**src/rtl/fft_share_sched.sv**
```systemverilog
// rtl/fft_share_sched.sv - round-robin frame scheduler sharing one IFFT/FFT core between two sources
//
// Purpose: grants whole N-sample frames to requester 0 or 1 in round-robin
// order and muxes the granted stream onto the core input. It also tracks
// frames in flight and tags every core output sample with its requester id.
//
// Ports:
//   clk, rst_n                       clock, synchronous active-low reset
//   req0/req1                        frame ready, held until the matching grant rises
//   grant0/grant1                    requester owns the core input for this frame
//   in_valid0/1, x_real0/1, x_img0/1 requester sample streams
//   core_in_valid, core_x_real/img   muxed stream to the core
//   core_out_valid                   core output strobe
//   out_valid, out_id, out_last      tagged output strobe, requester id, last sample of frame
//   busy                             a frame is granted or still in flight
//   err                              sticky: core output seen with nothing in flight
module fft_share_sched #(
    parameter int N       = 256,
    parameter int MAX_OUT = 2,
    parameter int DW      = 16
) (
    input  logic                 clk,
    input  logic                 rst_n,
    input  logic                 req0,
    input  logic                 req1,
    output logic                 grant0,
    output logic                 grant1,
    input  logic                 in_valid0,
    input  logic                 in_valid1,
    input  logic signed [DW-1:0] x_real0,
    input  logic signed [DW-1:0] x_img0,
    input  logic signed [DW-1:0] x_real1,
    input  logic signed [DW-1:0] x_img1,
    output logic                 core_in_valid,
    output logic signed [DW-1:0] core_x_real,
    output logic signed [DW-1:0] core_x_img,
    input  logic                 core_out_valid,
    output logic                 out_valid,
    output logic                 out_id,
    output logic                 out_last,
    output logic                 busy,
    output logic                 err
);
    localparam int CW = $clog2(N);

    typedef enum logic {IDLE, STREAM} state_t;

    state_t          state_q, state_d;
    logic            gnt_id_q, gnt_id_d;
    logic            rr_last_q, rr_last_d;
    logic [CW-1:0]   in_cnt_q, in_cnt_d;
    logic [CW-1:0]   out_cnt_q, out_cnt_d;
    logic [2:0]      outstanding_q, outstanding_d;
    logic            tag_q [4];
    logic [1:0]      rd_ptr_q, wr_ptr_q;
    logic            err_q;

    logic            fifo_empty;
    logic            accept;
    logic            pop;
    logic            slot_free;
    logic            winner;
    logic            do_grant;

    function automatic logic [1:0] next_ptr(input logic [1:0] p);
        return (p == 2'(MAX_OUT - 1)) ? 2'd0 : p + 2'd1;
    endfunction

    // The tag FIFO occupancy equals outstanding, so no separate count is kept.
    assign fifo_empty = (outstanding_q == 3'd0);
    assign accept     = (state_q == STREAM) && (gnt_id_q ? in_valid1 : in_valid0);
    assign out_last   = core_out_valid && (out_cnt_q == CW'(N - 1));
    assign pop        = out_last && !fifo_empty;
    // A slot freed by an out_last this cycle can be reused at the same edge,
    // so a throttled grant appears the cycle right after that out_last.
    assign slot_free  = (outstanding_q < 3'(MAX_OUT)) || pop;
    assign winner     = (req0 && req1) ? ~rr_last_q : req1;
    assign do_grant   = (state_q == IDLE) && (req0 || req1) && slot_free;

    always_comb begin
        state_d   = state_q;
        gnt_id_d  = gnt_id_q;
        rr_last_d = rr_last_q;
        in_cnt_d  = in_cnt_q;
        case (state_q)
            IDLE: begin
                if (do_grant) begin
                    state_d  = STREAM;
                    gnt_id_d = winner;
                end
            end
            STREAM: begin
                if (accept) begin
                    if (in_cnt_q == CW'(N - 1)) begin
                        in_cnt_d  = '0;
                        rr_last_d = gnt_id_q;
                        state_d   = IDLE;
                    end else begin
                        in_cnt_d = in_cnt_q + 1'b1;
                    end
                end
            end
            default: state_d = IDLE;
        endcase
    end

    always_comb begin
        outstanding_d = outstanding_q;
        if (do_grant && !pop) begin
            outstanding_d = outstanding_q + 3'd1;
        end else if (pop && !do_grant) begin
            outstanding_d = outstanding_q - 3'd1;
        end
        out_cnt_d = core_out_valid ? out_cnt_q + 1'b1 : out_cnt_q;
    end

    always_ff @(posedge clk) begin
        if (!rst_n) begin
            state_q       <= IDLE;
            gnt_id_q      <= 1'b0;
            rr_last_q     <= 1'b1;
            in_cnt_q      <= '0;
            out_cnt_q     <= '0;
            outstanding_q <= 3'd0;
            rd_ptr_q      <= 2'd0;
            wr_ptr_q      <= 2'd0;
            err_q         <= 1'b0;
            for (int i = 0; i < 4; i++) begin
                tag_q[i] <= 1'b0;
            end
        end else begin
            state_q       <= state_d;
            gnt_id_q      <= gnt_id_d;
            rr_last_q     <= rr_last_d;
            in_cnt_q      <= in_cnt_d;
            out_cnt_q     <= out_cnt_d;
            outstanding_q <= outstanding_d;
            if (do_grant) begin
                tag_q[wr_ptr_q] <= winner;
                wr_ptr_q        <= next_ptr(wr_ptr_q);
            end
            if (pop) begin
                rd_ptr_q <= next_ptr(rd_ptr_q);
            end
            if (core_out_valid && fifo_empty) begin
                err_q <= 1'b1;
            end
        end
    end

    assign grant0        = (state_q == STREAM) && !gnt_id_q;
    assign grant1        = (state_q == STREAM) && gnt_id_q;
    assign core_in_valid = accept;
    assign core_x_real   = (state_q == STREAM) ? (gnt_id_q ? x_real1 : x_real0) : '0;
    assign core_x_img    = (state_q == STREAM) ? (gnt_id_q ? x_img1 : x_img0) : '0;
    assign out_valid     = core_out_valid;
    assign out_id        = fifo_empty ? 1'b0 : tag_q[rd_ptr_q];
    assign busy          = (state_q != IDLE) || !fifo_empty;
    assign err           = err_q;
endmodule

```
**config.mk**
```make
export PLATFORM = sky130hd
export DESIGN_NAME = fft_share_sched
export DESIGN_NICKNAME = d
export VERILOG_FILES = /design/src/rtl/fft_share_sched.sv
export SDC_FILE = /design/constraint.sdc
export NUM_CORES = 1
export LEC_CHECK = 0
export BUFFER_PORTS_ARGS = -buffer_cell sky130_fd_sc_hd__buf_4
export CAP_MARGIN = 25
export CORE_MARGIN = 2
export CORE_UTILIZATION = 40
export DETAILED_ROUTE_END_ITERATION = 12
export PLACE_DENSITY = 0.81
export SLEW_MARGIN = 20
export SYNTH_ARGS = -nofsm -noshare
export SYNTH_HDL_FRONTEND = slang
export SYNTH_SLANG_ARGS = --single-unit
```
**constraint.sdc**
```tcl
create_clock -name clk -period 2.5 [get_ports clk]
set_input_delay 0 -clock clk [delete_from_list [all_inputs] [get_ports clk]]
set_output_delay 0 -clock clk [all_outputs]
set_load 0.01 [all_outputs]
```
==> results.md <==
- Outcome: completed
- Final nets: 416
- Seq pwr share: 0.299
- Routed wl met2: 2810 µm
- Hold/Removal Path Class: in -> reg
- CP max stage cell: dfxtp_1
- Leakage Power: 1.32 nW
- Max H-tree Level: 2
- Total number of vias: 1,962
- Simple logic cell fraction of the synthesized area: 0.252
- Longest Clk Path Bufs: 2
- RSZ-0062 raised after global routing: false
- Startpoint Class: flop
- FF/Latch Area: between 600 and 700 µm²
- Placed wire-length estimate: 4280 µm
- Syn_nets: about 310
- Post-CTS Setup Repair Bufs: 0
- Min Tclk post-route: 2350 ps
- Setup TNS: 0 ps
- Setup ws final: about 150 ps
- Uppermost layer routed: met4
- Synthesized cell area: a little over 2000 µm²
- Post-Layout Cell Count: roughly 410
- Asr flop ratio synth: 0
- Compound-Gate Fraction of Synth Area: 0.0917
- Wl on met1: 2470 µm
- Routed length per instance: 13.5 µm
- Initial DRC Count: 55
- Tcrit/Tclk final: 0.941
- Synth Flop Type: dfxtp_1
- DR vias/cell: 4.80
- Share of cells above drive strength 1: 0.386
- Final WL: 5530 µm
- Fin. max-slew vios: 0
- Num CTS Buffers: 5
- WP data arrival: about 2600 ps
- Met3 WL: between 200 and 250 µm
- Port bufs: between 100 and 150
- Antenna Cells: 0
- Tot Pwr: 2.18 mW
- Flops & latches, synth: 33
- CP Class: reg -> reg
- Clk slew on worst S/H paths: 70 ps
- Synthesized-area fraction occupied by adder cells: 0.0283
- Largest family of logic cells by synthesized area: simple AND/OR/NAND/NOR gates
- Core area: 4820 µm²
- Number of fill cells: roughly 440
- EDFF count, synth: 1
- Peak Freq: 425 MHz
- Comb power frac: 0.510
- Endpoints failing setup: 0
- Die height: 75.3 µm
- Sequential-to-total area share from yosys stat: 0.330
- Crit path required time: roughly 2700 ps
- Syn avg cell area: 8.76 µm²
- # DRC: 0
- Clock Sinks: 33
- Mapped Cells: 232
- # Max-Cap Violations: 0
- Crit. End Element: flop
- Hold Buf Count CTS: 0
- Multi-input gate area: 1280 µm²
- P_int: 1.37 mW
- Final Hold Fails: 0
- Switching Share: 0.370
- Worst path bufs/invs: 1
- Synth Warn #: 0
- Row count: 25
- Clk network pwr share: 0.190
- Post-route ant nets: 0
- CP cell instances: nand4_4, o22a_1, nor2_1, ha_1, inv_1, fa_1, xor2_1, or3_1, a21boi_0
- First-pass GRT wire length: between 8000 and 9000 µm
- Die ar.: ~5700 µm²
- Worst Path Max Fanout: 6
- Clk_skew: 7.37 ps
- Number of global-route vias before repair: 1,786
- Initial antenna violation count: 0
- Clk_lat worst skew: between 200 and 300 ps
- I/O pin cnt: 111
- Post-synthesis cell type count: 43
- Cell class contributing the biggest share of worst-path delay: simple AND/OR/NAND/NOR gates
- Global Route Usage Sum: 0.187
- Dpl cells: 401
- GPL Wtd Cong: 0.779
- Die extent in x: about 75 µm
- Slowest stage delay, CP: 450 ps
- Largest net degree at the start of global routing: 37
- Slew headroom: 0.629
- Switching pwr: 806 µW
- CTS root buf: clkbuf_8
- Peak supply drop: about 0.5 mV
- CTS tree: built
- Drt pass-1 iters: 4
- Initial Util: 0.422
- Power Density: 723 nW/µm²
- Syn-to-layout area delta: 48.3%
- Xor/xnor share of the synthesized area: 0.0560
- Worst slew pin tran: 557 ps
- DP Worst Slack: between 30 and 40 ps
- Post-synthesis mux area share: 0.195
- Grt ovf: 0
## cell usage after synthesis (2+ instances only)
cell      count  area share
nor2_1       40       0.074
mux2i_1      36        0.18
dfxtp_1      32        0.32
nand2_1      14       0.026
and2_1        9       0.028
xnor2_1       8       0.034
o21ai_0       6       0.015
a21boi_0      5       0.018
clkbuf_1      5      0.0092
nand2b_1      5       0.015
nor2b_1       5       0.015
xor2_1        5       0.022
a21oi_1       4      0.0099
buf_4         4       0.015
nand4_1       4       0.012
nor3_1        4      0.0099
nor4_1        4       0.012
o31ai_1       4       0.015
ha_1          3       0.018
inv_1         3      0.0055
or3_1         3      0.0092
and3_1        2      0.0062
buf_2         2      0.0049
nand3_1       2      0.0049
nand4_4       2       0.021
nor3b_1       2      0.0074
o311ai_0      2      0.0086
or4_1         2      0.0074
## power groups by stage
| stage | Combinational [mW] | Clock, mW | Sequential [mW] |
|---|---|---|---|
| detailed placement | 1.11 | 0 | 0.660 |
| global route | 1.21 | 0.452 | 0.661 |
| CTS | 1.12 | 0.423 | 0.650 |
| global placement | 1.10 | 0 | 0.657 |
| floorplan | 0.644 | 0 | 0.637 |
| finish | 1.11 | 0.415 | 0.652 |
## state kept, by name, summed over array words and instances, names as in the netlist, named ones only
name,flops
err,1
gnt_id_q,1
out_cnt_q,8
outstanding_q,3
in_cnt_q,8
rr_last_q,1
tag_q,4
state_q,1
wr_ptr_q,2
rd_ptr_q,2
## cell type report
class,instances,area share
Timing Repair Buffer,116,0.289
Sequential cell,33,0.224
Tap cell,67,0.0278
Multi-Input combinational cell,181,0.425
Clock buffer,8,0.0299
Inverter,4,0.00498
## stage by stage
step           hold WS, ps  instance area, µm²   util
6_report              27.5                3010  0.626
5_1_grt               39.8                3010  0.626
4_1_cts               14.7                3000  0.623
3_5_place_dp           275                2910  0.604
3_3_place_gp           268                2910  0.604
2_1_floorplan         91.8                2030      -
## timing repair
item / CTS / global route
endpoints found under the hold margin: 0 / 0
endpoints found under the setup margin: 0 / 1
resized for setup: 0 / 4
## metal layers
metal  up-vias  GRT usage
met5         -          0
met4         0     0.0721
met3         4     0.0562
met2        44      0.284
met1       891      0.250
li1       1023          -
## logic make-up after synthesis
kind of cell	Yosys count
AO/OA/AOI/OAI	27
XOR/XNOR	13
adder cells (fa/ha/maj)	4
buffers and inverters	18
flip-flops	33
multiplexers	38
AND/OR/NAND/NOR	99
## worst reg2reg max path, cell delays in order, from the launching register on
cell,delay [ps]
dfxtp_1,450
nand4_4,160
o22a_1,220
nor2_1,150
ha_1,210
inv_1,60
fa_1,390
xor2_1,180
or3_1,310
a21boi_0,160
## path summary, 6_finish.rpt
| kind | start | end | slack (ps) | cells past startpoint |
|---|---|---|---|---|
| max | out_cnt_q[3] | outstanding_q[2] | 150 | 9 |
| min | rst_n | rr_last_q | 30 | 2 |
| max reg2reg | out_cnt_q[3] | outstanding_q[2] | 150 | 9 |
| min reg2reg | rd_ptr_q[1] | flop | 430 | 2 |
## cell usage in the layout, fill, tap and decap left out, types with 2 or more instances in the layout
master,n
a21boi_0,5
a21oi_1,4
and2_1,9
and3_1,2
buf_4,116
clkbuf_1,2
clkbuf_8,6
dfxtp_1,29
dfxtp_2,3
ha_1,2
inv_1,3
mux2i_1,36
nand2_1,14
nand2b_1,5
nand3_1,2
nand4_1,4
nand4_4,2
nor2_1,40
nor2b_1,5
nor3_1,4
nor3b_1,2
nor4_1,4
o21ai_0,6
o311ai_0,2
o31ai_1,4
or3_1,3
or4_1,2
xnor2_1,8
xor2_1,5
Power figures use the tool's default switching activity.
